`src/rtl/plot_pkg.sv`:
```
// Purpose : shared definitions for plot blocks: FSM state encoding, coordinate
//           width derivation and the screen clamp helper.
// Ports   : none (package).
package plot_pkg;

  typedef enum logic [2:0] {
    ST_IDLE  = 3'd0,
    ST_FETCH = 3'd1,
    ST_DRAW  = 3'd2,
    ST_WAIT1 = 3'd3,
    ST_WAIT2 = 3'd4
  } plot_state_t;

  // Bits needed to address a screen axis of n pixels.
  function automatic int unsigned coord_width(input int unsigned n);
    return $clog2(n);
  endfunction

  // Saturate a signed value into [0, hi].
  function automatic longint clamp_range(input longint value, input longint hi);
    if (value < 0) return 0;
    if (value > hi) return hi;
    return value;
  endfunction

endpackage

```
`src/rtl/plot_y_mapper.sv`:
```
// Purpose : maps a signed math-axis sample to a screen row: arithmetic shift,
//           flip around the screen centre, clamp to the visible rows.
// Ports   : sample (signed SAMPLE_WIDTH in), y (Y_WIDTH screen row out).
module plot_y_mapper
  import plot_pkg::*;
#(
  parameter int unsigned VER_ACTIVE_PIXELS = 480,
  parameter int unsigned SAMPLE_WIDTH      = 16,
  parameter int unsigned Y_SHIFT           = 0,
  localparam int unsigned Y_WIDTH          = coord_width(VER_ACTIVE_PIXELS)
) (
  input  logic signed [SAMPLE_WIDTH-1:0] sample,
  output logic        [Y_WIDTH-1:0]      y
);

  // Wide enough that centre minus any shifted sample cannot overflow.
  localparam int unsigned CALC_WIDTH = SAMPLE_WIDTH + Y_WIDTH + 1;

  logic signed [SAMPLE_WIDTH-1:0] shifted;
  logic signed [CALC_WIDTH-1:0]   shifted_ext;
  logic signed [CALC_WIDTH-1:0]   centre;
  logic signed [CALC_WIDTH-1:0]   diff;

  // Floor shift: >>> on a signed operand rounds toward minus infinity.
  assign shifted     = sample >>> Y_SHIFT;
  assign shifted_ext = CALC_WIDTH'(shifted);
  assign centre      = CALC_WIDTH'(VER_ACTIVE_PIXELS / 2);
  // Screen Y grows downward, so positive samples move up from the centre.
  assign diff        = centre - shifted_ext;
  assign y           = Y_WIDTH'(clamp_range(longint'(diff), longint'(VER_ACTIVE_PIXELS - 1)));

endmodule

```
`src/rtl/plot_sequencer.sv`:
```
// Purpose : walks the screen left to right, takes one Y sample per X column
//           step and issues consecutive polyline segments to the line drawer.
// Ports   : clk, rst (async, active-high)
//           start/ready/done          - plot control from top
//           sample/sample_valid/ready - sample stream from the evaluator
//           x1,y1,x2,y2, line_drawer_start/line_drawer_ready - drawer request
module plot_sequencer
  import plot_pkg::*;
#(
  parameter int unsigned HOR_ACTIVE_PIXELS = 640,
  parameter int unsigned VER_ACTIVE_PIXELS = 480,
  parameter int unsigned SAMPLE_WIDTH      = 16,
  parameter int unsigned X_STEP            = 8,
  parameter int unsigned Y_SHIFT           = 0,
  localparam int unsigned X_WIDTH          = coord_width(HOR_ACTIVE_PIXELS),
  localparam int unsigned Y_WIDTH          = coord_width(VER_ACTIVE_PIXELS)
) (
  input  logic                           clk,
  input  logic                           rst,
  input  logic                           start,
  output logic                           ready,
  output logic                           done,
  input  logic signed [SAMPLE_WIDTH-1:0] sample,
  input  logic                           sample_valid,
  output logic                           sample_ready,
  output logic        [X_WIDTH-1:0]      x1,
  output logic        [Y_WIDTH-1:0]      y1,
  output logic        [X_WIDTH-1:0]      x2,
  output logic        [Y_WIDTH-1:0]      y2,
  output logic                           line_drawer_start,
  input  logic                           line_drawer_ready
);

  localparam int unsigned NUM_POINTS = HOR_ACTIVE_PIXELS / X_STEP;
  localparam int unsigned IDX_WIDTH  = $clog2(NUM_POINTS) + 1;
  localparam logic [IDX_WIDTH-1:0] LAST_IDX = IDX_WIDTH'(NUM_POINTS - 1);

  if ((HOR_ACTIVE_PIXELS % X_STEP) != 0 || NUM_POINTS < 2) begin : g_bad_params
    $error("plot_sequencer: X_STEP must divide HOR_ACTIVE_PIXELS with at least 2 points");
  end

  plot_state_t          state;
  logic [IDX_WIDTH-1:0] idx;
  logic [X_WIDTH-1:0]   nx;
  logic [Y_WIDTH-1:0]   ny;

  plot_y_mapper #(
    .VER_ACTIVE_PIXELS (VER_ACTIVE_PIXELS),
    .SAMPLE_WIDTH      (SAMPLE_WIDTH),
    .Y_SHIFT           (Y_SHIFT)
  ) u_y_mapper (
    .sample (sample),
    .y      (ny)
  );

  assign nx           = X_WIDTH'(int'(idx) * int'(X_STEP));
  assign ready        = (state == ST_IDLE);
  assign sample_ready = (state == ST_FETCH);

  // Sequencer FSM, point index and endpoint registers.
  always_ff @(posedge clk or posedge rst) begin
    if (rst) begin
      state             <= ST_IDLE;
      idx               <= '0;
      x1                <= '0;
      y1                <= '0;
      x2                <= '0;
      y2                <= '0;
      line_drawer_start <= 1'b0;
      done              <= 1'b0;
    end else begin
      line_drawer_start <= 1'b0;
      done              <= 1'b0;
      case (state)
        ST_IDLE: begin
          if (start) begin
            idx   <= '0;
            state <= ST_FETCH;
          end
        end
        ST_FETCH: begin
          if (sample_valid) begin
            x1 <= x2;
            y1 <= y2;
            x2 <= nx;
            y2 <= ny;
            // The first point of a plot only seeds the polyline.
            if (idx == '0) idx <= IDX_WIDTH'(1);
            else           state <= ST_DRAW;
          end
        end
        ST_DRAW: begin
          line_drawer_start <= 1'b1;
          state             <= ST_WAIT1;
        end
        ST_WAIT1: begin
          // Drawer ready still reflects the pre-start idle level here.
          state <= ST_WAIT2;
        end
        ST_WAIT2: begin
          if (line_drawer_ready) begin
            if (idx == LAST_IDX) begin
              done  <= 1'b1;
              idx   <= '0;
              state <= ST_IDLE;
            end else begin
              idx   <= idx + IDX_WIDTH'(1);
              state <= ST_FETCH;
            end
          end
        end
        default: state <= ST_IDLE;
      endcase
    end
  end

endmodule

```
`config.mk`:
```
export PLATFORM = sky130hd
export DESIGN_NAME = plot_sequencer
export DESIGN_NICKNAME = d
export VERILOG_FILES = /design/src/rtl/plot_pkg.sv /design/src/rtl/plot_y_mapper.sv /design/src/rtl/plot_sequencer.sv
export SDC_FILE = /design/constraint.sdc
export NUM_CORES = 1
export LEC_CHECK = 0
export BUFFER_PORTS_ARGS = -buffer_cell sky130_fd_sc_hd__buf_2
export CELL_PAD_IN_SITES_DETAIL_PLACEMENT = 0
export CELL_PAD_IN_SITES_GLOBAL_PLACEMENT = 1
export CORE_MARGIN = 2
export CORE_UTILIZATION = 41
export DETAILED_ROUTE_END_ITERATION = 7
export PLACE_DENSITY = 0.89
export SETUP_SLACK_MARGIN = 0.05
export SYNTH_ARGS = -nofsm -noshare
export SYNTH_HDL_FRONTEND = slang
export SYNTH_HIERARCHICAL = 1
export SYNTH_SLANG_ARGS = --single-unit
```
`constraint.sdc`:
```
create_clock -name clk -period 2.17 [get_ports clk]
set_clock_uncertainty 0.05 [all_clocks]
set_input_delay 0.217 -clock clk [delete_from_list [all_inputs] [get_ports clk]]
set_output_delay 0.217 -clock clk [all_outputs]
set_load 0.03 [all_outputs]
```
==> impl_metrics.csv <==
group,metric,value,unit
placed_design,dp_hpwl,4130,µm
layout,antennaDiodeCount,0,
global_route,antenna_found_initial,0,
global_route,grt_max_degree,25,
layout,layout_common_cells,"56 x buf_2, 45 x dfrtp_1, 24 x mux2_1, 19 x buf_4, 11 x nand2_1",
worst_setup_path,cp.arrival,2.13,ns
min_path,hold_start,"line_drawer_ready",
route,drc,0,
global_route,grt_pass1_vias,1978,
layout,final_nets,328,
clocking,cts_buffers,5,
die,die_y,83.5,µm
global_route,grt.total_usage,16.8,%
min_path,min_path_type,"in -> reg",
timing,rsz0062_at_grt,"false",
layout,final_common_cell,"buf_2",
route,wl_per_cell,14.6,µm
power_and_ir_drop,power_frac_clock,20.0,%
synthesis,syn_area,2590,µm²
worst_setup_path,worstSetupEndpointType,"register",
route,viasPerCell,5.38,
die,core-area,6030,µm²
timing,min_period,1.99,ns
timing,finalSetupViolCount,0,
clocking,cts_buffer_depth,2,
layout,stdcell_area,3190,µm²
worst_setup_path,path_cells,"buf_2 > inv_12 > ha_4 > nor3b_4 > nor2_2 > or4b_1 > a221o_1 > and3_1 > mux2_4",
route,drt-pass1-iter-count,4,
run_status,status,"completed",
worst_setup_path,r2r_cells,5,
worst_setup_path,critPathRequiredTime,2.31,ns
clocking,cts_sinks,45,
power_and_ir_drop,p_sw_share,40.8,%
flow_run,drv_cap,0,
layout,drive_gt1_share,36.5,%
placed_design,place_area,3040,µm²
synthesis,synth_edf_count,0,
synthesis,yosysWarnings,6,
power_and_ir_drop,sequentialPowerShare,34.8,%
worst_setup_path,r2r-end,"y1[0]$_DFFE_PP0P_",
clocking,cts-root-buf,"clkbuf_8",
clocking,clk-insertion-delay-late,0.30,ns
die,die-area,6980,µm²
synthesis,yosysSeqAreaShare,43.4,%
power_and_ir_drop,power.internal,2.19,mW
global_route,grt_pass1_wl,9690,µm
synthesis,synthFlopType,"dfrtp_1",
synthesis,yosysTopAreaCell,"dfrtp_1",
worst_setup_path,crit_fanout,4,
route,drt-total-wl,5540,µm
timing,timing.fmax,503,MHz
worst_setup_path,r2r_start,"state[2]$_DFFE_PP0P_",
power_and_ir_drop,powerDensity,1160,nW/µm²
worst_setup_path,crit_path_max_incr_delay,0.51,ns
power_and_ir_drop,switching_power,1.51,mW
layout,area_growth_syn_to_layout,23.2,%
timing,min_period_over_period,91.6,%
route,drt_iter0_markers,82,
clocking,cts_setup_buffers,0,
synthesis,syn_avg_cell_area,11.0,µm²
min_path,hold_depth,2,
worst_setup_path,cp_slowest_cell,"or4b_1",
layout,register_area,1130,µm²
layout,multi_input_area,1330,µm²
synthesis,ys_ff_latch,45,
die,dieWidth,83.5,µm
worst_setup_path,crit_path_start_kind,"primary input",
power_and_ir_drop,p_leak,1.53,nW
timing,final_max_slew_viol_count,0,
synthesis,synthTopCellsByArea,"dfrtp_1 43%, mux2_1 11%, mux2_2 3.9%",
synthesis,syn_inst,235,
clocking,clk_pin_slew,0.08,ns
layout,fillers,556,
power_and_ir_drop,peakVddDrop,0.924,mV
route,via_count,2038,
clocking,cts_tree,"built",
die,num_rows,28,
placed_design,port_buffers,56,
route,antenna_left,0,
timing,finalHoldViolCount,0,
power_and_ir_drop,comb_power_share,45.2,%
synthesis,yosysUniqueCellTypes,57,
clocking,cts_max_level,2,
power_and_ir_drop,totalPowerFinal,3.69,mW
worst_setup_path,timing_worst_setup_path_type,"in -> reg",
placed_design,place_congestion,0.806,
min_path,hold-path-endpoint,"state[2]$_DFFE_PP0P_",
global_route,grt_overflow,0,
worst_setup_path,ff2ff_setup_slack,0.25,ns
die,start_util,43.0,%
synthesis,synth_top_area_share,43.4,%
synthesis,ys_async_sr_fraction,100,%
die,ios,63,
-- critical path: cells and delay by family --
family | cells | cell delay, ns
simple gates | 4 | 0.97
buf+inv | 2 | 0.21
compound gates | 1 | 0.35
fa+ha+maj | 1 | 0.12
mux | 1 | 0.25
-- power groups by stage --
stage	clock, mW	combinational (mW)	sequential [mW]
after floorplan	0	0.858	1.66
after global placement	0	1.66	1.29
after detailed placement	0	1.68	1.30
after CTS	0.761	1.68	1.29
after global routing	0.796	1.79	1.33
final	0.741	1.67	1.28
-- logic make-up after synthesis --
group                      synth area share [%]
xor gates and xnor gates                   3.04
buffers and inverters                      6.81
muxes                                      15.9
adders and majority gates                  1.93
and+or+nand+nor                            15.1
DFF                                        43.4
AOI/OAI and AO/OA                          13.7
other                                     0.145
-- worst max path at each step --
stage / startpoint / endpoint
2_1_floorplan: sample[1] / y2[5]$_DFFE_PP0P_
4_1_cts: sample[1] / y2[1]$_DFFE_PP0P_
6_report: sample[1] / y2[5]$_DFFE_PP0P_
3_5_place_dp: sample[1] / y2[5]$_DFFE_PP0P_
3_3_place_gp: sample[1] / y2[1]$_DFFE_PP0P_
5_1_grt: sample[1] / y2[3]$_DFFE_PP0P_
-- metrics by stage --
step	hold slack, ns	util [%]	setup TNS [ns]	cells	worst slack, ns
detailed placement	0.188	50.5	-0.887	370	-0.145
global placement	0.179	50.5	-0.839	370	-0.119
CTS	0.0743	52.9	0	379	0.178
floorplan	0.275	-	-0.0607	240	-0.0607
finish	0.0823	53.0	0	379	0.181
global route	0.109	53.0	0	379	0.0718
-- layer usage --
| layer | vias to the layer above | wire length (µm) | global-route usage, % |
|---|---|---|---|
| met3 | 7 | 318 | 3.96 |
| li1 | 993 | - | - |
| met5 | - | 0 | 0 |
| met1 | 965 | 2690 | 24.2 |
| met2 | 73 | 2440 | 25.4 |
| met4 | 0 | 83 | 4.55 |
-- synth_stat cells, drive strengths merged (4+ instances only) --
master  count
nand4       4
nand2      12
nor4        5
nand3       4
clkbuf      6
nor3b       5
xnor2       7
mux2       34
inv         7
dfrtp      45
nor3        4
a21oi       5
o211ai      5
nor2       11
a31oi       5
o21ai      11
buf        15
ha          4
-- flip-flops by register name (all words and copies together) (netlist names) --
register           cells
state                  3
y1                     9
x2                     7
done                   1
idx                    8
y2                     9
x1                     7
line_drawer_start      1
-- timing repair --
| item | 4_1_cts | 5_1_grt |
|---|---|---|
| gates resized for setup | 0 | 1 |
| setup endpoints to repair | 0 | 1 |
| hold endpoints to repair | 18 | 0 |
| hold buffers | 1 | 0 |
-- cell type report --
type	instances	area share [%]
sequential	45	35.3
tap	75	2.94
clock buffer	5	2.16
timing repair buffer	77	14.2
inverter	8	1.72
multi-input combinational	166	41.7
clock inverter	3	2.04
Note: power is estimated with default switching activity, not from simulation.
